File: src/rtl/keypad_scan_driver.sv
// keypad_scan_driver: strobes 4x4 keypad columns, debounces over whole scans, and reports press/release events.
module keypad_scan_driver #(
    parameter int SCAN_TICKS     = 100000,
    parameter int SETTLE_TICKS   = 8,
    parameter int DEBOUNCE_SCANS = 4
) (
    input  logic       clk,
    input  logic       rst_n,
    input  logic [3:0] row,
    output logic [3:0] col,
    output logic [3:0] key_code,
    output logic       key_valid,
    output logic       key_up,
    output logic       key_down
);
    localparam int TW = $clog2(SCAN_TICKS);
    localparam int CW = $clog2(DEBOUNCE_SCANS + 1);
    // nibble {col,row} holds the key printed at that crossing
    localparam logic [63:0] KEYMAP = 64'hDCBA_E963_F852_0741;

    typedef enum logic [1:0] {IDLE, PRESS_PEND, HELD, REL_PEND} state_t;

    function automatic logic [3:0] key_at(input logic [1:0] c, input logic [1:0] r);
        return KEYMAP[{c, r}*4 +: 4];
    endfunction

    state_t      state_q, state_d;
    logic [3:0]  row_m_q, row_s_q;
    logic [1:0]  phase_q, phase_d;
    logic [TW-1:0] tick_q, tick_d;
    logic [1:0]  hits_q, hits_d, hits_s;
    logic [3:0]  cand_q, cand_d, cand_s;
    logic        seen_q, seen_d, seen_s;
    logic [3:0]  pend_q, pend_d;
    logic [CW-1:0] cnt_q, cnt_d, cnt_inc;
    logic [3:0]  key_code_q, key_code_d;
    logic        key_valid_q, key_valid_d, key_up_q, key_up_d, key_down_q, key_down_d;
    logic        sample, scan_end, wrap;

    assign sample   = tick_q == TW'(SETTLE_TICKS);
    assign scan_end = sample && phase_q == 2'd3;
    assign wrap     = tick_q == TW'(SCAN_TICKS - 1);
    assign tick_d   = wrap ? '0 : tick_q + 1'b1;
    assign phase_d  = wrap ? phase_q + 2'd1 : phase_q;
    assign cnt_inc  = cnt_q + 1'b1;
    assign col      = rst_n ? ~(4'b1000 >> phase_q) : 4'b1111;
    assign key_code  = key_code_q;
    assign key_valid = key_valid_q;
    assign key_up    = key_up_q;
    assign key_down  = key_down_q;

    // fold this column's sample into the running scan accumulators
    always_comb begin
        hits_s = hits_q;
        cand_s = cand_q;
        seen_s = seen_q;
        for (int r = 0; r < 4; r++) begin
            if (!row_s_q[3-r]) begin
                if (hits_s == 2'd0) cand_s = key_at(phase_q, 2'(r));
                if (hits_s != 2'd2) hits_s = hits_s + 2'd1;
                if (key_at(phase_q, 2'(r)) == key_code_q) seen_s = 1'b1;
            end
        end
    end

    assign hits_d = !sample ? hits_q : scan_end ? 2'd0 : hits_s;
    assign cand_d = !sample ? cand_q : scan_end ? 4'd0 : cand_s;
    assign seen_d = !sample ? seen_q : scan_end ? 1'b0 : seen_s;

    always_comb begin
        state_d     = state_q;
        pend_d      = pend_q;
        cnt_d       = cnt_q;
        key_code_d  = key_code_q;
        key_valid_d = 1'b0;
        key_up_d    = 1'b0;
        key_down_d  = key_down_q;
        if (scan_end) begin
            case (state_q)
                IDLE: if (hits_s == 2'd1) begin
                    pend_d  = cand_s;
                    cnt_d   = CW'(1);
                    state_d = PRESS_PEND;
                end
                PRESS_PEND: if (hits_s != 2'd1) begin
                    state_d = IDLE;
                end else if (cand_s != pend_q) begin
                    pend_d = cand_s;
                    cnt_d  = CW'(1);
                end else if (cnt_inc == CW'(DEBOUNCE_SCANS)) begin
                    key_code_d  = pend_q;
                    key_valid_d = 1'b1;
                    key_down_d  = 1'b1;
                    state_d     = HELD;
                end else begin
                    cnt_d = cnt_inc;
                end
                HELD: if (!seen_s) begin
                    cnt_d   = CW'(1);
                    state_d = REL_PEND;
                end
                REL_PEND: if (seen_s) begin
                    state_d = HELD;
                end else if (cnt_inc == CW'(DEBOUNCE_SCANS)) begin
                    key_up_d   = 1'b1;
                    key_down_d = 1'b0;
                    state_d    = IDLE;
                end else begin
                    cnt_d = cnt_inc;
                end
                default: state_d = IDLE;
            endcase
        end
    end

    always_ff @(posedge clk or negedge rst_n) begin
        if (!rst_n) begin
            state_q     <= IDLE;
            row_m_q     <= 4'b1111;
            row_s_q     <= 4'b1111;
            phase_q     <= 2'd0;
            tick_q      <= '0;
            hits_q      <= 2'd0;
            cand_q      <= 4'd0;
            seen_q      <= 1'b0;
            pend_q      <= 4'd0;
            cnt_q       <= '0;
            key_code_q  <= 4'd0;
            key_valid_q <= 1'b0;
            key_up_q    <= 1'b0;
            key_down_q  <= 1'b0;
        end else begin
            state_q     <= state_d;
            row_m_q     <= row;
            row_s_q     <= row_m_q;
            phase_q     <= phase_d;
            tick_q      <= tick_d;
            hits_q      <= hits_d;
            cand_q      <= cand_d;
            seen_q      <= seen_d;
            pend_q      <= pend_d;
            cnt_q       <= cnt_d;
            key_code_q  <= key_code_d;
            key_valid_q <= key_valid_d;
            key_up_q    <= key_up_d;
            key_down_q  <= key_down_d;
        end
    end
endmodule
File: config.mk
export PLATFORM = sky130hd
export DESIGN_NAME = keypad_scan_driver
export DESIGN_NICKNAME = d
export VERILOG_FILES = /design/src/rtl/keypad_scan_driver.sv
export SDC_FILE = /design/constraint.sdc
export NUM_CORES = 1
export LEC_CHECK = 0
export BUFFER_PORTS_ARGS = -buffer_cell sky130_fd_sc_hd__buf_2
export CORE_ASPECT_RATIO = 1.5
export CORE_MARGIN = 1.5
export CORE_UTILIZATION = 66
export DETAILED_ROUTE_END_ITERATION = 7
export PLACE_DENSITY = 0.85
export SLEW_MARGIN = 5
export SYNTH_ARGS = -nofsm -noshare
export SYNTH_HDL_FRONTEND = slang
export SYNTH_SLANG_ARGS = --single-unit
export TNS_END_PERCENT = 1
File: constraint.sdc
create_clock -name clk -period 7.6 [get_ports clk]
set_input_delay 0.38 -clock clk [delete_from_list [all_inputs] [get_ports clk]]
set_output_delay 0.38 -clock clk [all_outputs]
set_load 0.005 [all_outputs]
=== After elaboration in Yosys (flattened, before gate mapping) ===
Cells that the tools add are included.
W data, S select, Z words.

* Flip-flop bits (word level): 50
* Input bits: 6

* $add $sub $neg: 7
* Equal/unequal tests: 29
* Shifts and indexed selects: 5
* Mux-type cells: 62
* Bitwise logic cells: 3
* Reductions and logical operators: 13

{| class="wikitable"
|+ Operators with widths
! operator !! count
|-
| $shiftx A64 B7 Y4 const A || 4
|-
| $mux W4 || 13
|-
| $mux W2 || 16
|-
| $ne A2 B2 Y1 const B || 12
|-
| $mux W1 || 22
|-
| $mux W3 || 6
|-
| $add A17 B1 Y17 const B || 1
|-
| $eq A17 B17 Y1 const B || 1
|-
| $eq A17 B4 Y1 const B || 1
|-
| $mux W17 || 1
|-
| $eq A4 B4 Y1 || 4
|-
| $reduce_and A5 Y1 || 3
|-
| $pmux W3 S4 || 1
|-
| $add A2 B1 Y2 const B || 5
|-
| $logic_not A2 Y1 || 5
|-
| $ne A3 B3 Y1 const B || 3
|-
| $pmux W2 S4 || 1
|-
| $pmux W4 S2 || 1
|-
| $reduce_and A7 Y1 || 1
|-
| $eq A2 B2 Y1 const B || 3
|-
| $reduce_and A6 Y1 || 1
|-
| $eq A2 B1 Y1 const B || 2
|-
| $ne A4 B4 Y1 || 1
|-
| $not A4 Y4 || 1
|-
| other kinds (8) || 10
|}

=== Longest topological paths before layout ===
* Depth after elaboration: 17
* Gate-level depth with buffers: 16
* Depth with buffers taken out: 15

=== Worst setup path after synthesis ===
No wires, ideal clock.

* Path type: reg2reg
* Start point: register hits_q[0]
* End point: register key_code_q[1], in the netlist key_code[1]
* Library setup time: 125 ps
* Arrival: 3912 ps
* Path slack: 3563 ps
* Stages on the path, launching flop included: 17
* Buffers on the path: 1
* Cells stage by stage: dfrtp_1 > inv_1 > ha_1 > or4_1 > nand2_1 > a21oi_1 > ha_1 > a21oi_1 > ha_1 > nor2b_1 > clkbuf_1 > nor3b_1 > o21ai_0 > nand4_1 > nor4_4 > nand3_4 > mux2_4

* Cells in the longest elaborated chain, start to end: 15
* Elaborated cells between the ends (all ways): 33
* Those cells by class: 4 x add/sub; 6 x eq/ne; 16 x mux; 2 x bitwise; 5 x reduce/logical

{| class="wikitable"
|+ RTL lines
! element !! RTL line !! text
|-
| start, declared || 31 || <nowiki>logic [1:0] hits_q, hits_d, hits_s;</nowiki>
|-
| start signal, assigned || 138 || <nowiki>hits_q <= hits_d;</nowiki>
|-
| $add A2 B1 Y2 or $ne A2 B2 Y1 (tied branches) || 60 || <nowiki>if (hits_s != 2'd2) hits_s = hits_s + 2'd1;</nowiki>
|-
| $mux W2 || 60 ||
|-
| $mux W2 || 58 || <nowiki>if (!row_s_q[3-r]) begin</nowiki>
|-
| $add A2 B1 Y2 or $ne A2 B2 Y1 (tied branches) || 60 ||
|-
| $mux W2 || 60 ||
|-
| $mux W2 || 58 ||
|-
| $add A2 B1 Y2 or $ne A2 B2 Y1 (tied branches) || 60 ||
|-
| $mux W2 || 60 ||
|-
| $mux W2 || 58 ||
|-
| $add A2 B1 Y2, or another cell as far along || 60 ||
|-
| $mux W2 or $mux W4 (tied branches) || 60, 59 ||
|-
| $mux W2 or $mux W4 (tied branches) || 58 ||
|-
| $ne A2 B1 Y1 or $ne A4 B4 Y1 (tied branches) || 85, 87 ||
|-
| $not A1 Y1 (no source line) || - ||
|-
| $reduce_and A5 Y1 (no source line) (*) || - ||
|-
| end signal, assigned || 143 || <nowiki>key_code_q <= key_code_d;</nowiki>
|-
| end, declared || 36 || <nowiki>logic [3:0] key_code_q, key_code_d;</nowiki>
|}

Mark *: on every way between the ends. The rest lies on a longest branch, timed or not.
A chain may end at the register's enable or synchronous reset.

=== Worst setup path in the final report ===
* Start point: register hits_q[0]
* End point: register key_code_q[0], in the netlist key_code[0]

Same word-level chain as after synthesis.

==> flow_summary_export.csv <==
group,metric,value,unit
status,status,"finished, final reports clean",
finish,n_antenna_cell,0,
placement,gp_congestion,1.01,
sta,slew_headroom,47.5,%
floorplanning,die_area,5250,um^2
placement,portBuffers,16,
worst_setup_path,start_kind,"register",
sta,min_period,4.74,ns
worst_setup_path,cpMostUsedCell,"ha_1",
global_route,grt.overflow.total,0,
floorplanning,num_rows,30,
sta,period_share,62.3,%
floorplanning,io-pin-count,17,
route,vias,2548,
yosys,syn_area_per_cell,9.36,um^2
yosys,ys_async_sr_fraction,100,%
worst_setup_path,path_buf_inv,1,
power,finalPower,583,uW
route,wl_per_cell,16.4,um
worst_setup_path,crit_path_max_incr_delay,0.58,ns
yosys,synth_area,3180,um^2
worst_setup_path,cp.arrival,4.93,ns
yosys,syn-num-nets,362,
worst_setup_path,rr_worst_depth,15,
route,drc,0,
route,drtIter0Drc,183,
worst_setup_path,worst-path-max-fanout,11,
worst_setup_path,critPathRequiredTime,7.79,ns
floorplanning,initial_utilization,69.5,%
worst_setup_path,crit_family,"simple AND/OR/NAND/NOR gates",
yosys,yosysUniqueCellTypes,63,
worst_setup_path,crit_path_start,"hits_q[0]",
yosys,yosysWarnings,0,
route,drt-pass1-iter-count,4,
yosys,synth_edf_count,0,
global_route,antenna_found_initial,0,
flow_run,drv_cap,0,
yosys,yosysTopAreaCell,"dfrtp_1",
clock_network,cts.path.max_buffers,2,
sta,hold_viol,0,
finish,drive_above_1_share,16.7,%
floorplanning,design.core.area,4580,um^2
power,peakVddDrop,149,uV
clock_network,cts_inserted_buffers,5,
global_route,grt_usage,28.4,%
worst_setup_path,reg2reg_slack,2.86,ns
route,wirelength,6830,um
finish,area_delta_synth_final,7.31,%
floorplanning,die_y,88.0,um
worst_setup_path,crit_path_top_delay_cell,"nor2b_1",
sta,fin_skew,0.00722,ns
yosys,ys_top_cells_by_area,"dfrtp_1 (33%), dfstp_2 (6.6%), ha_1 (6.3%)",
sta,rsz0062_at_grt,"no",
clock_network,cts_root_buf,"clkbuf_8",
clock_network,clk_pin_slew,0.09,ns
power,powerDensity,171,nW/um^2
sta,setup_viol,0,
yosys,seq_area_frac_synth,39.6,%
sta,tightest_slew,0.780,ns
finish,area.sequential,1260,um^2
floorplanning,die_x,59.7,um
worst_setup_path,crit_chain,"inv_1 > ha_1 > or4_1 > nand2_1 > a21oi_1 > ha_1 > a21oi_1 > ha_1 > nor2b_1 > a41oi_1 > mux2_2 > xnor2_1 > nor4_4 > nand3_4 > mux2_4",
placement,post-dp-hpwl,5130,um
placement,dp_slack,2.93,ns
route,detail_route.vias_per_cell,6.11,
yosys,netlist.area_leader.share,33.0,%
yosys,synth_flop_cell,"dfrtp_1",
global_route,grt_pass1_vias,2429,
route,postRouteAntennaNets,0,
worst_setup_path,critical_path_class,"reg -> reg",
yosys,synth_cells,340,
global_route,grt_first_pass_wirelength,11300,um
global_route,grt_max_degree,55,
sta,worst_slack,2.86,ns
clock_network,cts_max_level,2,
finish,num-nets-final,374,
worst_setup_path,critPathCaptureType,"register",
sta,fin_setup_tns,0,ns
worst_setup_path,crit_cells,15,
clock_network,cts_resized,0,
sta,holdWs,0.174,ns
clock_network,postCtsSetupBuffers,0,
worst_setup_path,rr_startpoint,"hits_q[0]",
power,p_leak,0.00151,uW
clock_network,numClockSinks,50,
clock_network,cts_hold_buf,0,
yosys,ys_ff_latch,50,
clock_network,clk_latency,0.30,ns
finish,multi_input_area,1810,um^2
worst_setup_path,r2r_end,"key_code[0]",
min_path,hold_class,"in -> reg",
worst_setup_path,crit_end,"key_code[0]",
sta,final_max_slew_viol_count,0,
sta,timing.fmax,0.211,GHz
clock_network,cts_tree,"done",
finish,fillers,345,
[state kept, by name, indices dropped and copies added (netlist names)]
register and flops:
cnt_q 3, state_q 2, row_s_q 4, tick_q 17, key_valid 1, phase_q 2
cand_q 4, key_code 4, pend_q 4, key_up 1, key_down 1, seen_q 1
row_m_q 4, hits_q 2
[per-layer routing]
layer  global-route usage (%)  wire length [um]
met1                     34.8              2690
met2                     49.6              3690
met4                     10.7               200
met3                     4.14               254
met5                        0                 0
[layout make-up]
type	instances	share of cell area (%)
multi-input cells	260	52.9
flip-flops and latches	50	36.9
repair buffers	18	2.78
well taps	64	2.35
clock buffers	5	2.02
inverters	17	1.87
clock inverters	3	1.17
[through the flow]
| step | instances | util (%) | cell area [um^2] |
|---|---|---|---|
| floorplan | 340 | - | 3180 |
| global placement | 409 | 72.2 | 3310 |
| detailed placement | 409 | 72.2 | 3310 |
| CTS | 417 | 74.6 | 3410 |
| global route | 417 | 74.6 | 3410 |
| finish | 417 | 74.6 | 3410 |
[logic make-up after synthesis]
family	Yosys count	share of synthesized area [%]
AOI/OAI and AO/OA	61	12.6
xor gates and xnor gates	26	7.16
muxes	14	5.23
adders and majority gates	16	6.29
and+or+nand+nor	143	25.5
DFF	50	39.6
buffers and inverters	30	3.62
[where the power goes]
part | total (uW) | switching (uW) | internal [uW] | leakage [uW]
sequential | 280 | 7.34 | 273 | 0.000645
combinational | 120 | 72.9 | 47.3 | 0.000804
clock | 183 | 85.9 | 96.9 | 0.0000579
total | 583 | 166 | 417 | 0.00151
[synthesized netlist by cell type (9+ instances only)]
cell and number:
clkbuf_1 10, dfrtp_1 42, nor2_1 24, nor2b_1 9, o21ai_0 25, nand4_1 9, nand3_1 11, ha_1 16
inv_1 17, a21oi_1 15, xor2_1 13, xnor2_1 13, nand2_1 39
[worst register-to-register path: cells and delay by family, from the launching register on]
family,cells,cell delay [ns]
muxes,2,0.68
xor gates and xnor gates,1,0.16
AOI/OAI and AO/OA,3,0.42
adders and majority gates,3,0.90
and+or+nand+nor,5,1.92
buffers and inverters,1,0.11
DFF,1,0.45
[how the worst min path moves through the flow]
stage,from,end,slack [ns],cells past startpoint
2_1_floorplan,rst_n,cand_q[0],0.08,0
3_5_place_dp,row_m_q[3],row_s_q[3],0.35,0
6_report,row[0],row_m_q[0],0.17,1
4_1_cts,row[0],row_m_q[0],0.17,1
5_1_grt,row[0],row_m_q[0],0.16,1
3_3_place_gp,row_m_q[2],row_s_q[2],0.35,0
[cells in the final DEF (no fill, tap or decap), types with 6 or more instances in the layout]
cell      netlist  layout
dfrtp_1        42      42
nand2_1        39      39
o21ai_0        25      25
nor2_1         24      24
inv_1          17      17
ha_1           16      16
buf_2           2      16
a21oi_1        15      15
xor2_1         13      13
xnor2_1        13      13
nand3_1        11      11
nor2b_1         9       9
nand4_1         9       9
dfstp_2         8       8
nor4_1          6       6
nand2b_1        6       6
Power figures use the tool's default switching activity.
